**src/rtl/can_pkg.sv**
```systemverilog
// Shared constants and types for the CAN bit-destuffing receiver.
package can_pkg;

  localparam int CLKS_PER_BIT_DEF = 10;
  localparam int SAMPLE_POINT_DEF = 7;
  localparam int STUFF_LEN_DEF    = 5;
  localparam int FIXED_LEN_DEF    = 4;
  localparam int CNT_W_DEF        = 3;

  localparam logic DOMINANT  = 1'b0;
  localparam logic RECESSIVE = 1'b1;

  typedef enum logic [1:0] {
    ST_IDLE = 2'd0,
    ST_DYN  = 2'd1,
    ST_FIX  = 2'd2
  } stuff_state_e;

  typedef enum logic [1:0] {
    BIT_DATA  = 2'd0,
    BIT_STUFF = 2'd1,
    BIT_ERROR = 2'd2
  } bit_kind_e;

endpackage

```
**src/rtl/can_bit_timing.sv**
```systemverilog
// RX synchroniser and nominal bit timing: phase counter with hard sync on a
// recessive-to-dominant edge while idle, and a sample-point strobe.
module can_bit_timing
  import can_pkg::*;
#(
  parameter int CLKS_PER_BIT = CLKS_PER_BIT_DEF,
  parameter int SAMPLE_POINT = SAMPLE_POINT_DEF
) (
  input  logic clk_i,
  input  logic rst_i,
  input  logic rx_i,
  input  logic hsync_en_i,
  output logic sample_o,
  output logic rx_o
);

  localparam int              PH_W      = $clog2(CLKS_PER_BIT);
  localparam logic [PH_W-1:0] PH_LAST   = PH_W'(CLKS_PER_BIT - 1);
  localparam logic [PH_W-1:0] PH_SAMPLE = PH_W'(SAMPLE_POINT);

  logic            meta_q;
  logic            rx_q;
  logic [PH_W-1:0] phase_q;
  logic [PH_W-1:0] phase_d;
  logic            fall_s;

  // Synchroniser flops and phase register.
  always_ff @(posedge clk_i) begin
    if (rst_i) begin
      meta_q  <= RECESSIVE;
      rx_q    <= RECESSIVE;
      phase_q <= '0;
    end else begin
      meta_q  <= rx_i;
      rx_q    <= meta_q;
      phase_q <= phase_d;
    end
  end

  // Edge seen one stage early so phase 0 lines up with the first dominant rx_o cycle.
  assign fall_s = (rx_q == RECESSIVE) && (meta_q == DOMINANT);

  // Phase counter with hard sync.
  always_comb begin
    phase_d = phase_q;
    if (hsync_en_i && fall_s) begin
      phase_d = '0;
    end else if (phase_q == PH_LAST) begin
      phase_d = '0;
    end else begin
      phase_d = phase_q + PH_W'(1);
    end
  end

  assign sample_o = (phase_q == PH_SAMPLE);
  assign rx_o     = rx_q;

endmodule

```
**src/rtl/can_destuff_gen.sv**
```systemverilog
// Parametrised CAN bit destuffer: removes dynamic and fixed stuff bits, flags
// stuff errors and keeps a wrapping count of removed dynamic stuff bits.
module can_destuff_gen
  import can_pkg::*;
#(
  parameter int CLKS_PER_BIT = CLKS_PER_BIT_DEF,
  parameter int SAMPLE_POINT = SAMPLE_POINT_DEF,
  parameter int STUFF_LEN    = STUFF_LEN_DEF,
  parameter int FIXED_LEN    = FIXED_LEN_DEF,
  parameter int CNT_W        = CNT_W_DEF
) (
  input  logic             i_Clock,
  input  logic             i_Reset,
  input  logic             i_Rx_Serial,
  input  logic             i_Enable,
  input  logic             i_Fixed_Mode,
  output logic             o_Sample,
  output logic             o_Bit,
  output logic             o_Bit_Valid,
  output logic             o_Ignora_Bit,
  output logic             o_Eror_Stuffing,
  output logic [CNT_W-1:0] o_Stuff_Count
);

  localparam int               RUN_W    = $clog2(STUFF_LEN + 1);
  localparam int               FIX_W    = $clog2(FIXED_LEN + 1);
  localparam logic [RUN_W-1:0] RUN_MAX  = RUN_W'(STUFF_LEN);
  localparam logic [FIX_W-1:0] FIX_LAST = FIX_W'(FIXED_LEN);

  logic             sample_s;
  logic             rx_s;
  stuff_state_e     state_q;
  stuff_state_e     state_d;
  logic [RUN_W-1:0] run_q;
  logic [RUN_W-1:0] run_d;
  logic             last_q;
  logic             last_d;
  logic [FIX_W-1:0] fix_q;
  logic [FIX_W-1:0] fix_d;
  logic [CNT_W-1:0] cnt_q;
  logic [CNT_W-1:0] cnt_d;
  logic             bit_d;
  bit_kind_e        kind_s;

  can_bit_timing #(
    .CLKS_PER_BIT(CLKS_PER_BIT),
    .SAMPLE_POINT(SAMPLE_POINT)
  ) u_timing (
    .clk_i     (i_Clock),
    .rst_i     (i_Reset),
    .rx_i      (i_Rx_Serial),
    .hsync_en_i(~i_Enable),
    .sample_o  (sample_s),
    .rx_o      (rx_s)
  );

  // Stuffing state machine: classifies each sampled bit.
  always_comb begin
    state_d = state_q;
    run_d   = run_q;
    last_d  = last_q;
    fix_d   = fix_q;
    cnt_d   = cnt_q;
    kind_s  = BIT_DATA;
    bit_d   = sample_s ? rx_s : o_Bit;
    if (!i_Enable) begin
      state_d = ST_IDLE;
      run_d   = '0;
      last_d  = RECESSIVE;
      fix_d   = '0;
      cnt_d   = '0;
    end else if (sample_s) begin
      last_d = rx_s;
      if (i_Fixed_Mode) begin
        state_d = ST_FIX;
        run_d   = '0;
        // Entering the fixed field always starts with a stuff bit.
        if ((state_q != ST_FIX) || (fix_q == FIX_LAST)) begin
          fix_d  = '0;
          kind_s = (rx_s != last_q) ? BIT_STUFF : BIT_ERROR;
        end else begin
          fix_d  = fix_q + FIX_W'(1);
          kind_s = BIT_DATA;
        end
      end else begin
        state_d = ST_DYN;
        fix_d   = '0;
        if (run_q != RUN_MAX) begin
          kind_s = BIT_DATA;
          run_d  = (rx_s == last_q) ? (run_q + RUN_W'(1)) : RUN_W'(1);
        end else if (rx_s != last_q) begin
          kind_s = BIT_STUFF;
          run_d  = RUN_W'(1);
          cnt_d  = cnt_q + CNT_W'(1);
        end else begin
          kind_s = BIT_ERROR;
          run_d  = '0;
        end
      end
    end else begin
      kind_s = BIT_DATA;
    end
  end

  // State and registered output strobes.
  always_ff @(posedge i_Clock) begin
    if (i_Reset) begin
      state_q         <= ST_IDLE;
      run_q           <= '0;
      last_q          <= RECESSIVE;
      fix_q           <= '0;
      cnt_q           <= '0;
      o_Sample        <= 1'b0;
      o_Bit           <= 1'b0;
      o_Bit_Valid     <= 1'b0;
      o_Ignora_Bit    <= 1'b0;
      o_Eror_Stuffing <= 1'b0;
    end else begin
      state_q         <= state_d;
      run_q           <= run_d;
      last_q          <= last_d;
      fix_q           <= fix_d;
      cnt_q           <= cnt_d;
      o_Sample        <= sample_s;
      o_Bit           <= bit_d;
      o_Bit_Valid     <= sample_s && (kind_s == BIT_DATA);
      o_Ignora_Bit    <= sample_s && (kind_s == BIT_STUFF);
      o_Eror_Stuffing <= sample_s && (kind_s == BIT_ERROR);
    end
  end

  assign o_Stuff_Count = cnt_q;

endmodule

```
**config.mk**
```make
export PLATFORM = sky130hd
export DESIGN_NAME = can_destuff_gen
export DESIGN_NICKNAME = d
export VERILOG_FILES = /design/src/rtl/can_pkg.sv /design/src/rtl/can_bit_timing.sv /design/src/rtl/can_destuff_gen.sv
export SDC_FILE = /design/constraint.sdc
export NUM_CORES = 1
export LEC_CHECK = 0
export CORE_ASPECT_RATIO = 1.4
export CORE_MARGIN = 4
export CORE_UTILIZATION = 57
export DETAILED_ROUTE_END_ITERATION = 6
export PLACE_DENSITY = 0.81
export SLEW_MARGIN = 20
export SYNTH_ARGS = -nofsm -noshare
export SYNTH_HDL_FRONTEND = slang
export SYNTH_SLANG_ARGS = --single-unit
```
**constraint.sdc**
```tcl
create_clock -name i_Clock -period 3 [get_ports i_Clock]
set_input_delay 0.6 -clock i_Clock [delete_from_list [all_inputs] [get_ports i_Clock]]
set_output_delay 0.6 -clock i_Clock [all_outputs]
set_load 0.02 [all_outputs]
```
==> impl_metrics.json <==
{
  "synth-edff-count": 0,
  "power_density_nw_per_um2": 400,
  "whs_endpoint": "o_Bit",
  "h-tree-depth": 1,
  "relSlewSlack_pct": 57.9,
  "run_status": "finished clean",
  "synth.avg_cell_area_um2": 9.32,
  "crit_path_max_incr_delay_ps": 620,
  "drc": 0,
  "drt-total-wl_um": 2090,
  "place_hpwl_um": 1470,
  "yosysMostFrequentCell": "dfxtp_1",
  "synth.area.top_cells": "dfxtp_1 (43%), ha_1 (8.2%), a21oi_1 (7.5%)",
  "hold_path.class": "register to register",
  "setup_tns_ps": 0,
  "period_minus_slack_ps": 2020,
  "cts.sinks": 23,
  "first_iter_violations": 20,
  "reg2reg_to": "run_q[2]",
  "num-nets-final": 141,
  "cellLeakagePower_nw": 0.419,
  "fill_cells": 152,
  "cts_hold_buf": 0,
  "ys_types": 35,
  "top_usage_layer": "met2",
  "finClkSkew_ps": 3.59,
  "synthArstFlopShare_pct": 0,
  "critPathKind": "register to register",
  "clk_path_buf_depth": 2,
  "ff2ff_path_depth": 4,
  "io_buffers": 12,
  "firstDrtPassIters": 4,
  "vias_per_cell": 5.97,
  "worst_slew_pin_slew_ps": 628,
  "worstHoldStart": "o_Bit",
  "cp_slowest_cell": "or4_1",
  "r2r_start": "u_timing.phase_q[0]",
  "period_share_pct": 67.4,
  "crit_fanout": 12,
  "grtUsageMet2_pct": 32.0,
  "worstPathRequired_ps": 3260,
  "ys_seq_area_share_pct": 42.9,
  "vias": 884,
  "multi_input_area_um2": 586,
  "cts-root-buf": "clkbuf_4",
  "grt_pass1_wl_um": 3680,
  "syn_inst": 115,
  "rsz0062_at_grt": "false",
  "ys_ff_latch": 23,
  "dp_cells": 144,
  "gp_congestion": 0.749,
  "die_w_um": 44.7,
  "synth_nets": 127,
  "fin_cells": 148,
  "grt_pass1_vias": 879,
  "antenna_found_initial": 0,
  "synth_flop_cell": "dfxtp_1",
  "finalHoldViolCount": 0,
  "drt-wirelength-per-cell_um": 14.1,
  "critPathBufInv": 0,
  "path_delay_family": "simple AND/OR/NAND/NOR gates",
  "synth_common_cells": "dfxtp_1 (23), a21oi_1 (16), nand2_1 (13), ha_1 (7), nor2_1 (6)",
  "slew_viol_final": 0,
  "timing.reg2reg.setup_slack_ps": 980,
  "drv_cap": 0,
  "clk_latency_ps": 320,
  "setup_viol": 0,
  "overflow": 0,
  "cts.clk_slew.worst_paths_ps": 130,
  "cts_setup_buffers": 0,
  "cts_buffers": 3,
  "min_delay_path_depth": 2,
  "drive_gt1_share_pct": 7.03,
  "cp-end-kind": "register",
  "ctsResizeCount": 0,
  "peakVddDrop_uv": 374,
  "register_area_um2": 460,
  "die_h_um": 59.3,
  "ios": 13,
  "area_growth_pct": 15.1,
  "utilization_pct": 69.3,
  "use_met1_pct": 21.5,
  "core_area_um2": 1780,
  "antenna_cells": 0,
  "crit_chain": "ha_1, nand3b_1, or4_1, a21oi_1",
  "synth_area_um2": 1070,
  "synth_top_area_share_pct": 42.9,
  "grt_max_degree": 14,
  "start_util_pct": 60.3,
  "startpoint": "u_timing.phase_q[0]",
  "grt.met3_usage_pct": 1.82,
  "groute.usage.overall_pct": 18.8,
  "rows": 18,
  "startpoint_type": "register",
  "fmax_mhz": 494,
  "dieArea_um2": 2650,
  "cp.arrival_ps": 2280,
  "ant_nets": 0,
  "critical_path_depth": 4,
  "cts_tree": "done",
  "yosysTopAreaCell": "dfxtp_1",
  "yosysWarnings": 0
}
-- worst reg2reg max path, delay by kind of cell, from the launching register on --
| family | cells | cell delay, ps |
|---|---|---|
| and+or+nand+nor | 2 | 1060 |
| DFF | 1 | 410 |
| adders and majority gates | 1 | 350 |
| AOI/OAI and AO/OA | 1 | 150 |
-- metal layers --
metal	up-vias	share of wire [%]
met5	-	0
met3	7	4.0
li1	447	-
met1	410	46
met2	20	46
met4	0	3.9
-- logic make-up (layout without fill, tap and decap cells) --
kind of cell / after synthesis / count (layout) / synth area share [%]
adder cells (fa/ha/maj): 7 / 7 / 8.17
AO/OA/AOI/OAI: 30 / 30 / 17.0
AND/OR/NAND/NOR: 45 / 45 / 26.8
flip-flops: 23 / 23 / 42.9
buffers and inverters: 7 / 20 / 2.45
XOR/XNOR: 2 / 2 / 1.63
multiplexers: 1 / 1 / 0.934
-- cell usage in the layout (no fill, tap or decap), drive strengths merged --
| master | instances |
|---|---|
| dfxtp | 23 |
| a21oi | 16 |
| nand2 | 13 |
| clkdlybuf4s50 | 12 |
| ha | 7 |
| nor2 | 6 |
| inv | 4 |
| and3b | 3 |
| nand2b | 3 |
| o31ai | 3 |
| or4 | 3 |
| clkbuf | 3 |
| nand4 | 2 |
| nand3b | 2 |
| nand4b | 2 |
| a211oi | 2 |
| o21ai | 2 |
| or2 | 2 |
| nand3 | 2 |
| a21o | 2 |
| nand4bb | 1 |
| xnor2 | 1 |
| or4b | 1 |
| nor4bb | 1 |
| mux2i | 1 |
| nor2b | 1 |
| xor2 | 1 |
| and4bb | 1 |
| a311oi | 1 |
| and2 | 1 |
| o2111ai | 1 |
| nor4b | 1 |
| a22oi | 1 |
| a31oi | 1 |
| a21boi | 1 |
| clkinv | 1 |
-- worst max path at each step --
stage and to:
6_report run_q[2], 5_1_grt run_q[2], 4_1_cts run_q[2], 3_3_place_gp o_Stuff_Count[1], 3_5_place_dp o_Stuff_Count[0], 2_1_floorplan o_Stuff_Count[1]
-- flip-flops by register name (all words and copies together), names as in the netlist --
signal and count:
fix_q 3, last_q 1, o_Bit 1, o_Bit_Valid 1
o_Eror_Stuffing 1, o_Ignora_Bit 1, o_Sample 1, o_Stuff_Count 3
run_q 3, state_q 2, u_timing.meta_q 1, u_timing.phase_q 4
u_timing.rx_o 1
-- layout make-up --
| type | count | share of cell area, % |
|---|---|---|
| sequential | 23 | 37.3 |
| clock inverter | 1 | 0.406 |
| tap | 20 | 2.03 |
| inverter | 4 | 1.22 |
| clock buffer | 3 | 1.83 |
| multi-input combinational | 85 | 47.5 |
| timing repair buffer | 12 | 9.74 |
-- per-stage QoR --
stage	hold slack (ps)	power [W]	cell area, um2	setup WS, ps
after detailed placement	443	0.000353	1210	841
after CTS	475	0.000499	1230	999
after global routing	492	0.000516	1230	898
after floorplan	415	0.000339	1070	1510
final	471	0.000494	1230	977
after global placement	432	0.000351	1210	875
-- where the power goes --
part	internal, W	switching, W	total (W)
sequential	0.000310	0.00000571	0.000316
combinational	0.0000145	0.0000156	0.0000301
clock	0.0000501	0.0000978	0.000148
No activity file was read; power rests on OpenSTA's default activity.
